## src/rtl/mac_acc_ctrl_pkg.sv

```systemverilog
// Shared types and config-field constants for the MAC accumulator job sequencer.
package mac_acc_ctrl_pkg;

    typedef enum logic [2:0] {
        ST_IDLE,
        ST_LOAD,
        ST_RUN,
        ST_WAIT,
        ST_RESULT
    } state_t;

    localparam int         CFG_ACC_BIT = 2;
    localparam logic [1:0] MODE_SINGLE = 2'b00;
    localparam logic [1:0] MODE_DUAL   = 2'b01;
    localparam logic [1:0] MODE_QUAD   = 2'b10;

endpackage

```

## src/rtl/mac_acc_ctrl_if.sv

```systemverilog
// Job, operand-stream and result handshakes of mac_acc_ctrl; master = job/data source, slave = sequencer.
interface mac_acc_ctrl_if #(
    parameter int MAC_CONF_WIDTH = 3,
    parameter int MAC_ACC_WIDTH  = 32,
    parameter int LEN_WIDTH      = 16
) ();

    logic                       start;
    logic [MAC_CONF_WIDTH-1:0]  start_cfg;
    logic [LEN_WIDTH-1:0]       start_len;
    logic                       busy;
    logic                       done;
    logic                       error;
    logic                       in_valid;
    logic                       in_ready;
    logic                       res_valid;
    logic                       res_ready;
    logic [4*MAC_ACC_WIDTH-1:0] res_data;

    modport master (
        output start, start_cfg, start_len, in_valid, res_ready,
        input  busy, done, error, in_ready, res_valid, res_data
    );

    modport slave (
        input  start, start_cfg, start_len, in_valid, res_ready,
        output busy, done, error, in_ready, res_valid, res_data
    );

endinterface

```

## src/rtl/mac_acc_ctrl_beat_cnt.sv

```systemverilog
// Loadable down-counter holding the number of operand beats still owed by the current job.
module mac_acc_beat_cnt #(
    parameter int LEN_WIDTH = 16
) (
    input  logic                 clk,
    input  logic                 rst,
    input  logic                 load,
    input  logic [LEN_WIDTH-1:0] load_val,
    input  logic                 dec,
    output logic [LEN_WIDTH-1:0] count,
    output logic                 zero
);

    logic [LEN_WIDTH-1:0] count_q, count_d;

    always_comb begin
        count_d = count_q;
        if (load) begin
            count_d = load_val;
        end else if (dec && (count_q != '0)) begin
            count_d = count_q - LEN_WIDTH'(1);
        end
    end

    always_ff @(posedge clk) begin
        if (rst) begin
            count_q <= '0;
        end else begin
            count_q <= count_d;
        end
    end

    assign count = count_q;
    assign zero  = (count_q == '0);

endmodule

```

## src/rtl/mac_acc_ctrl.sv

```systemverilog
// Job sequencer for the four-lane MAC accumulator; owns the accumulator en/cset/cfg pins.
// Optional RUN-stall abort is compiled in with MAC_ACC_CTRL_TIMEOUT_EN.
//
// state     | meaning
// ST_IDLE   | waiting for start
// ST_LOAD   | one cycle, accumulator loads its initial values
// ST_RUN    | streaming operand beats until the count is exhausted
// ST_WAIT   | one cycle, capture accumulator outputs
// ST_RESULT | result presented until res_ready
module mac_acc_ctrl
    import mac_acc_ctrl_pkg::*;
#(
    parameter int MAC_CONF_WIDTH = 3,
    parameter int MAC_ACC_WIDTH  = 32,
    parameter int LEN_WIDTH      = 16,
    parameter int TIMEOUT_CYCLES = 1024
) (
    input  logic                       clk,
    input  logic                       rst,
    mac_acc_ctrl_if.slave              bus,
    output logic                       acc_en,
    output logic                       acc_cset,
    output logic [MAC_CONF_WIDTH-1:0]  acc_cfg,
    input  logic [4*MAC_ACC_WIDTH-1:0] acc_out
);

    state_t                     state_q, state_d;
    logic [MAC_CONF_WIDTH-1:0]  acc_cfg_q, acc_cfg_d;
    logic [4*MAC_ACC_WIDTH-1:0] res_data_q, res_data_d;
    logic                       busy_q, busy_d;
    logic                       in_ready_q, in_ready_d;
    logic                       cset_q, cset_d;
    logic                       res_valid_q, res_valid_d;
    logic                       error_q, error_d;
    logic                       start_acc, beat, timeout_hit, cnt_zero;
    logic [LEN_WIDTH-1:0]       cnt;

    assign start_acc = (state_q == ST_IDLE) && bus.start;
    assign beat      = (state_q == ST_RUN) && bus.in_valid;

    mac_acc_beat_cnt #(.LEN_WIDTH(LEN_WIDTH)) u_beat_cnt (
        .clk      (clk),
        .rst      (rst),
        .load     (start_acc),
        .load_val (bus.start_len),
        .dec      (beat),
        .count    (cnt),
        .zero     (cnt_zero)
    );

`ifdef MAC_ACC_CTRL_TIMEOUT_EN
    localparam int STALL_W = $clog2(TIMEOUT_CYCLES + 1);
    logic [STALL_W-1:0] stall_q, stall_d;

    always_comb begin
        stall_d = '0;
        if ((state_q == ST_RUN) && !bus.in_valid) begin
            stall_d = stall_q + STALL_W'(1);
        end
    end

    // Fires on the idle cycle that would bring the stall count to TIMEOUT_CYCLES.
    assign timeout_hit = (state_q == ST_RUN) && !bus.in_valid &&
                         (stall_q == STALL_W'(TIMEOUT_CYCLES - 1));
`else
    assign timeout_hit = 1'b0;
`endif

    always_comb begin
        state_d    = state_q;
        acc_cfg_d  = acc_cfg_q;
        res_data_d = res_data_q;
        error_d    = error_q;
        if (start_acc) begin
            acc_cfg_d = bus.start_cfg;
            error_d   = 1'b0;
        end
        if (timeout_hit) begin
            error_d = 1'b1;
        end
        case (state_q)
            ST_IDLE:   if (bus.start) state_d = ST_LOAD;
            ST_LOAD:   state_d = cnt_zero ? ST_WAIT : ST_RUN;
            ST_RUN: begin
                if (timeout_hit) begin
                    state_d = ST_IDLE;
                end else if (beat && (cnt == LEN_WIDTH'(1))) begin
                    state_d = ST_WAIT;
                end
            end
            ST_WAIT: begin
                res_data_d = acc_out;
                state_d    = ST_RESULT;
            end
            ST_RESULT: if (bus.res_ready) state_d = ST_IDLE;
            default:   state_d = ST_IDLE;
        endcase
        busy_d      = (state_d != ST_IDLE);
        in_ready_d  = (state_d == ST_RUN);
        cset_d      = (state_d == ST_LOAD);
        res_valid_d = (state_d == ST_RESULT);
    end

    always_ff @(posedge clk) begin
        if (rst) begin
            state_q     <= ST_IDLE;
            acc_cfg_q   <= '0;
            res_data_q  <= '0;
            busy_q      <= 1'b0;
            in_ready_q  <= 1'b0;
            cset_q      <= 1'b0;
            res_valid_q <= 1'b0;
            error_q     <= 1'b0;
`ifdef MAC_ACC_CTRL_TIMEOUT_EN
            stall_q     <= '0;
`endif
        end else begin
            state_q     <= state_d;
            acc_cfg_q   <= acc_cfg_d;
            res_data_q  <= res_data_d;
            busy_q      <= busy_d;
            in_ready_q  <= in_ready_d;
            cset_q      <= cset_d;
            res_valid_q <= res_valid_d;
            error_q     <= error_d;
`ifdef MAC_ACC_CTRL_TIMEOUT_EN
            stall_q     <= stall_d;
`endif
        end
    end

    // acc_en follows in_valid in RUN without a register so the beat lands on the same edge.
    assign acc_en        = cset_q | beat;
    assign acc_cset      = cset_q;
    assign acc_cfg       = acc_cfg_q;
    assign bus.busy      = busy_q;
    assign bus.in_ready  = in_ready_q;
    assign bus.res_valid = res_valid_q;
    assign bus.res_data  = res_data_q;
    assign bus.done      = (res_valid_q && bus.res_ready) || timeout_hit;
    assign bus.error     = error_q;

endmodule
```

## src/flat_wrapper.sv

```systemverilog
// flat-port wrapper written by rule: the top's interface ports become plain ports
module mac_acc_ctrl_flat import mac_acc_ctrl_pkg::*;
#(
    parameter int MAC_CONF_WIDTH = 3,
    parameter int MAC_ACC_WIDTH  = 32,
    parameter int LEN_WIDTH      = 16,
    parameter int TIMEOUT_CYCLES = 1024
)
  (clk, rst, acc_en, acc_cset, acc_cfg, acc_out, bus_start, bus_start_cfg, bus_start_len, bus_in_valid, bus_res_ready, bus_busy, bus_done, bus_error, bus_in_ready, bus_res_valid, bus_res_data);
  mac_acc_ctrl_if #(.MAC_CONF_WIDTH(MAC_CONF_WIDTH), .MAC_ACC_WIDTH(MAC_ACC_WIDTH), .LEN_WIDTH(LEN_WIDTH)) bus_i ();
  input  logic clk;
  input  logic rst;
  output logic acc_en;
  output logic acc_cset;
  output logic [MAC_CONF_WIDTH-1:0] acc_cfg;
  input  logic [4*MAC_ACC_WIDTH-1:0] acc_out;
  input wire logic [$bits(bus_i.start)-1:0] bus_start;
  input wire logic [$bits(bus_i.start_cfg)-1:0] bus_start_cfg;
  input wire logic [$bits(bus_i.start_len)-1:0] bus_start_len;
  input wire logic [$bits(bus_i.in_valid)-1:0] bus_in_valid;
  input wire logic [$bits(bus_i.res_ready)-1:0] bus_res_ready;
  output wire logic [$bits(bus_i.busy)-1:0] bus_busy;
  output wire logic [$bits(bus_i.done)-1:0] bus_done;
  output wire logic [$bits(bus_i.error)-1:0] bus_error;
  output wire logic [$bits(bus_i.in_ready)-1:0] bus_in_ready;
  output wire logic [$bits(bus_i.res_valid)-1:0] bus_res_valid;
  output wire logic [$bits(bus_i.res_data)-1:0] bus_res_data;
  assign bus_i.start = bus_start;
  assign bus_i.start_cfg = bus_start_cfg;
  assign bus_i.start_len = bus_start_len;
  assign bus_i.in_valid = bus_in_valid;
  assign bus_i.res_ready = bus_res_ready;
  assign bus_busy = bus_i.busy;
  assign bus_done = bus_i.done;
  assign bus_error = bus_i.error;
  assign bus_in_ready = bus_i.in_ready;
  assign bus_res_valid = bus_i.res_valid;
  assign bus_res_data = bus_i.res_data;
  mac_acc_ctrl #(.MAC_CONF_WIDTH(MAC_CONF_WIDTH), .MAC_ACC_WIDTH(MAC_ACC_WIDTH), .LEN_WIDTH(LEN_WIDTH), .TIMEOUT_CYCLES(TIMEOUT_CYCLES)) u_core (.clk(clk), .rst(rst), .bus(bus_i), .acc_en(acc_en), .acc_cset(acc_cset), .acc_cfg(acc_cfg), .acc_out(acc_out));
endmodule
```

## config.mk

```make
export PLATFORM = sky130hd
export DESIGN_NAME = mac_acc_ctrl_flat
export DESIGN_NICKNAME = d
export VERILOG_FILES = /design/src/rtl/mac_acc_ctrl_pkg.sv /design/src/rtl/mac_acc_ctrl_if.sv /design/src/rtl/mac_acc_ctrl_beat_cnt.sv /design/src/rtl/mac_acc_ctrl.sv /design/src/flat_wrapper.sv
export SDC_FILE = /design/constraint.sdc
export NUM_CORES = 1
export LEC_CHECK = 0
export ABC_AREA = 1
export CELL_PAD_IN_SITES_DETAIL_PLACEMENT = 2
export CELL_PAD_IN_SITES_GLOBAL_PLACEMENT = 2
export CORE_MARGIN = 8
export CORE_UTILIZATION = 22
export CTS_CLUSTER_DIAMETER = 40
export DETAILED_ROUTE_END_ITERATION = 10
export GPL_TIMING_DRIVEN = 1
export PLACE_DENSITY = 0.91
export SLEW_MARGIN = 10
export SYNTH_ARGS = -nofsm -noshare
export SYNTH_HDL_FRONTEND = slang
export SYNTH_SLANG_ARGS = --single-unit
```

## constraint.sdc

```tcl
create_clock -name clk -period 3.5 [get_ports clk]
set_input_delay 0.7 -clock clk [delete_from_list [all_inputs] [get_ports clk]]
set_output_delay 0.7 -clock clk [all_outputs]
set_load 0.02 [all_outputs]
```

==> metrics.cfg <==
[sta]
final.setup.tns_ps=0
tightest_slew_ps=811
setup_viol=0
min_period_over_period=0.839
fmax_mhz=340
rsz0062_at_grt=no
finalHoldViolations=0
clock_skew_ps=12.2
fin_crit_ps=2940
maxSlewHeadroom=0.459
maxSlewViolCount=0

[grt]
grt_pass1_vias=7283
gr-usage-all-layers=0.159
gr-total-overflow=0
grt_max_degree=106
grt_pass1_wl_um=40900
antenna_found_initial=3

[min_path]
hold_end=u_core.acc_cfg[1]$_SDFFE_PP0P_
hold_path_class=reg -> reg
hold_depth=2
hold_start=u_core.acc_cfg[1]$_SDFFE_PP0P_

[logic_synthesis]
synth_cells=805
synth_top_area_frac=0.520
synth.largest_area_cell=dfxtp_1
synth_nets=960
ys_types=29
yosysSeqAreaShare=0.520
synth_seq_cells=154
synth_area_per_cell_um2=7.36
ys_warn_count=0
yosys-top-cells-area=dfxtp_1 (52%), nor2_1 (19%), o21ai_0 (11%)
syn_area_um2=5920

[cts]
cts_root_buf=clkbuf_16
clkTransAtPathRegs_ps=60
h-tree-depth=4
clock_path_buffers=2
cts_tree=done
cts_made_buffers=17
cts_setup_buffers=0
clock_sinks=154
clk_latency_ps=420
cts_hold_buffers=0
ctsResizeCount=0

[drt]
wl_per_cell_um=18.5
finalWirelength_um=26300
drtIter0Drc=156
first_pass_iters=4
antenna_left=0
num_vias=6401
viasPerCell=4.50
drc=0

[pwr]
p_sw_mw=1.31
intPower_mw=3.41
share_seq_of_total_power=0.400
combPwrFrac=0.165
p_leak_nw=4.05
swShare=0.278
clkPwrFrac=0.435
vdd_ir_drop_max_v=0.000220
power_density_nw_per_um2=485

[final_layout]
fillers=3037
final_core_util=0.364
final_common_cell=nor2_1
syn2layout_area_growth_pct=64.4
drive_gt1_frac=0.0537
layout_common_cells=nor2_1 (307), clkdlybuf4s50_1 (288), dfxtp_1 (154), o21ai_0 (135), nand2_1 (48)
nets=1224
final-instance-count-excl-fill=1423

[worst_setup_path]
r2r_end=u_core.bus.res_data[36]$_SDFFE_PP0N_
cp_data_arrival_time_ps=2240
cp-start-kind=input port
cp.required_ps=2800
r2r_start=u_core.state_q[0]$_SDFF_PP0_
cpMaxStageDelayCell=clkdlybuf4s50_1
end_kind=primary output
cp_slowest_stage_delay_ps=590
crit_start=bus_in_valid
r2r_setup_slack_ps=1140
critPathKind=in -> out
crit_top_cell=clkdlybuf4s50_1
reg2regPathDepth=6
path_cells=clkdlybuf4s50_1 -> inv_1 -> nor2_1 -> or2_2 -> clkdlybuf4s50_1
cp_max_fo=3

[place]
placed_cells=1391
gp_congestion=0.790
dpl.hpwl_um=19500
port_buffers=288

[run_status]
status=finished clean

[die]
die_w_um=180
io_pins=290
placementRows=60
die_h_um=180
die_area_um2=32400
fp.coreArea_um2=26700
start_util=0.222

[flow_run]
cap_violations=0

==> power by group through the flow <==
stage / clock [mW] / combinational (mW) / sequential (mW)
floorplan: 0 / 0.336 / 1.98
global placement: 0 / 0.759 / 1.92
detailed placement: 0 / 0.789 / 1.93
CTS: 2.11 / 0.795 / 1.89
global route: 2.19 / 0.856 / 1.90
finish: 2.06 / 0.780 / 1.89
==> worst max-delay path, delay by kind of cell <==
| kind | cells | cell delay, ps |
|---|---|---|
| buf+inv | 3 | 1090 |
| simple gates | 2 | 450 |
==> per-stage QoR <==
stage,power (mW),worst slack [ps],hold WS [ps],area [µm²]
3_3_place_gp,2.68,598,460,9100
5_1_grt,4.94,502,528,9740
4_1_cts,4.80,557,498,9740
6_report,4.72,562,496,9740
2_1_floorplan,2.31,1650,457,5920
3_5_place_dp,2.72,565,487,9100
==> layer usage <==
metal  track usage  vias up  part of all wire
li1              -     3083                 -
met1         0.160     3097              0.39
met2         0.285      189              0.50
met3        0.0821       28             0.098
met4        0.0397        4             0.017
met5             0        -            0.0010
==> synthesized netlist by cell type <==
cell      number
nor3_2         1
o21ai_1       12
dfxtp_1      154
nand4_1        2
a21oi_1       13
buf_4          2
nor2_1       307
or2_2          6
nand2_1       48
inv_2          1
o21ai_0      135
xnor2_1        2
nor3_1         3
mux2i_1        2
buf_2         10
clkbuf_1      35
buf_6          2
nand2_4        2
conb_1         1
xor2_1         2
clkbuf_2       1
nor2_4         1
nor2_2         3
nand2_2        3
inv_1         28
ha_1           3
nand3_1       24
buf_1          1
o211ai_1       1
==> layout make-up <==
type	instances	area (µm²)	share of cell area
diodes	1	2.50	0.000257
inverters	29	113	0.0116
clock buffers	17	425	0.0437
repair buffers	296	2970	0.305
well taps	341	427	0.0438
clock inverters	14	210	0.0216
multi-input cells	571	2510	0.258
flip-flops and latches	154	3080	0.317
==> sequential cells by signal (all words and copies together), names as in the netlist <==
signal,count
u_core.bus.res_data,128
u_core.u_beat_cnt.count,16
u_core.acc_cfg,3
u_core.state_q,3
u_core.acc_cset,1
u_core.bus.busy,1
u_core.bus.in_ready,1
u_core.bus.res_valid,1
==> worst max path at each step <==
| stage | endpoint | slack, ps | cells past startpoint |
|---|---|---|---|
| 2_1_floorplan | acc_en | 1650 | 3 |
| 3_3_place_gp | acc_en | 600 | 5 |
| 3_5_place_dp | acc_en | 560 | 5 |
| 4_1_cts | acc_en | 560 | 5 |
| 5_1_grt | acc_en | 500 | 5 |
| 6_report | acc_en | 560 | 5 |
==> cells by family after synthesis <==
group	count (synthesis)	synth area share
fa+ha+maj	3	0.00634
other cells	1	0.000633
buf+inv	80	0.0568
simple gates	400	0.270
compound gates	161	0.136
xor+xnor	4	0.00592
mux	2	0.00338
flops	154	0.520
No activity file was read; power rests on OpenSTA's default activity.
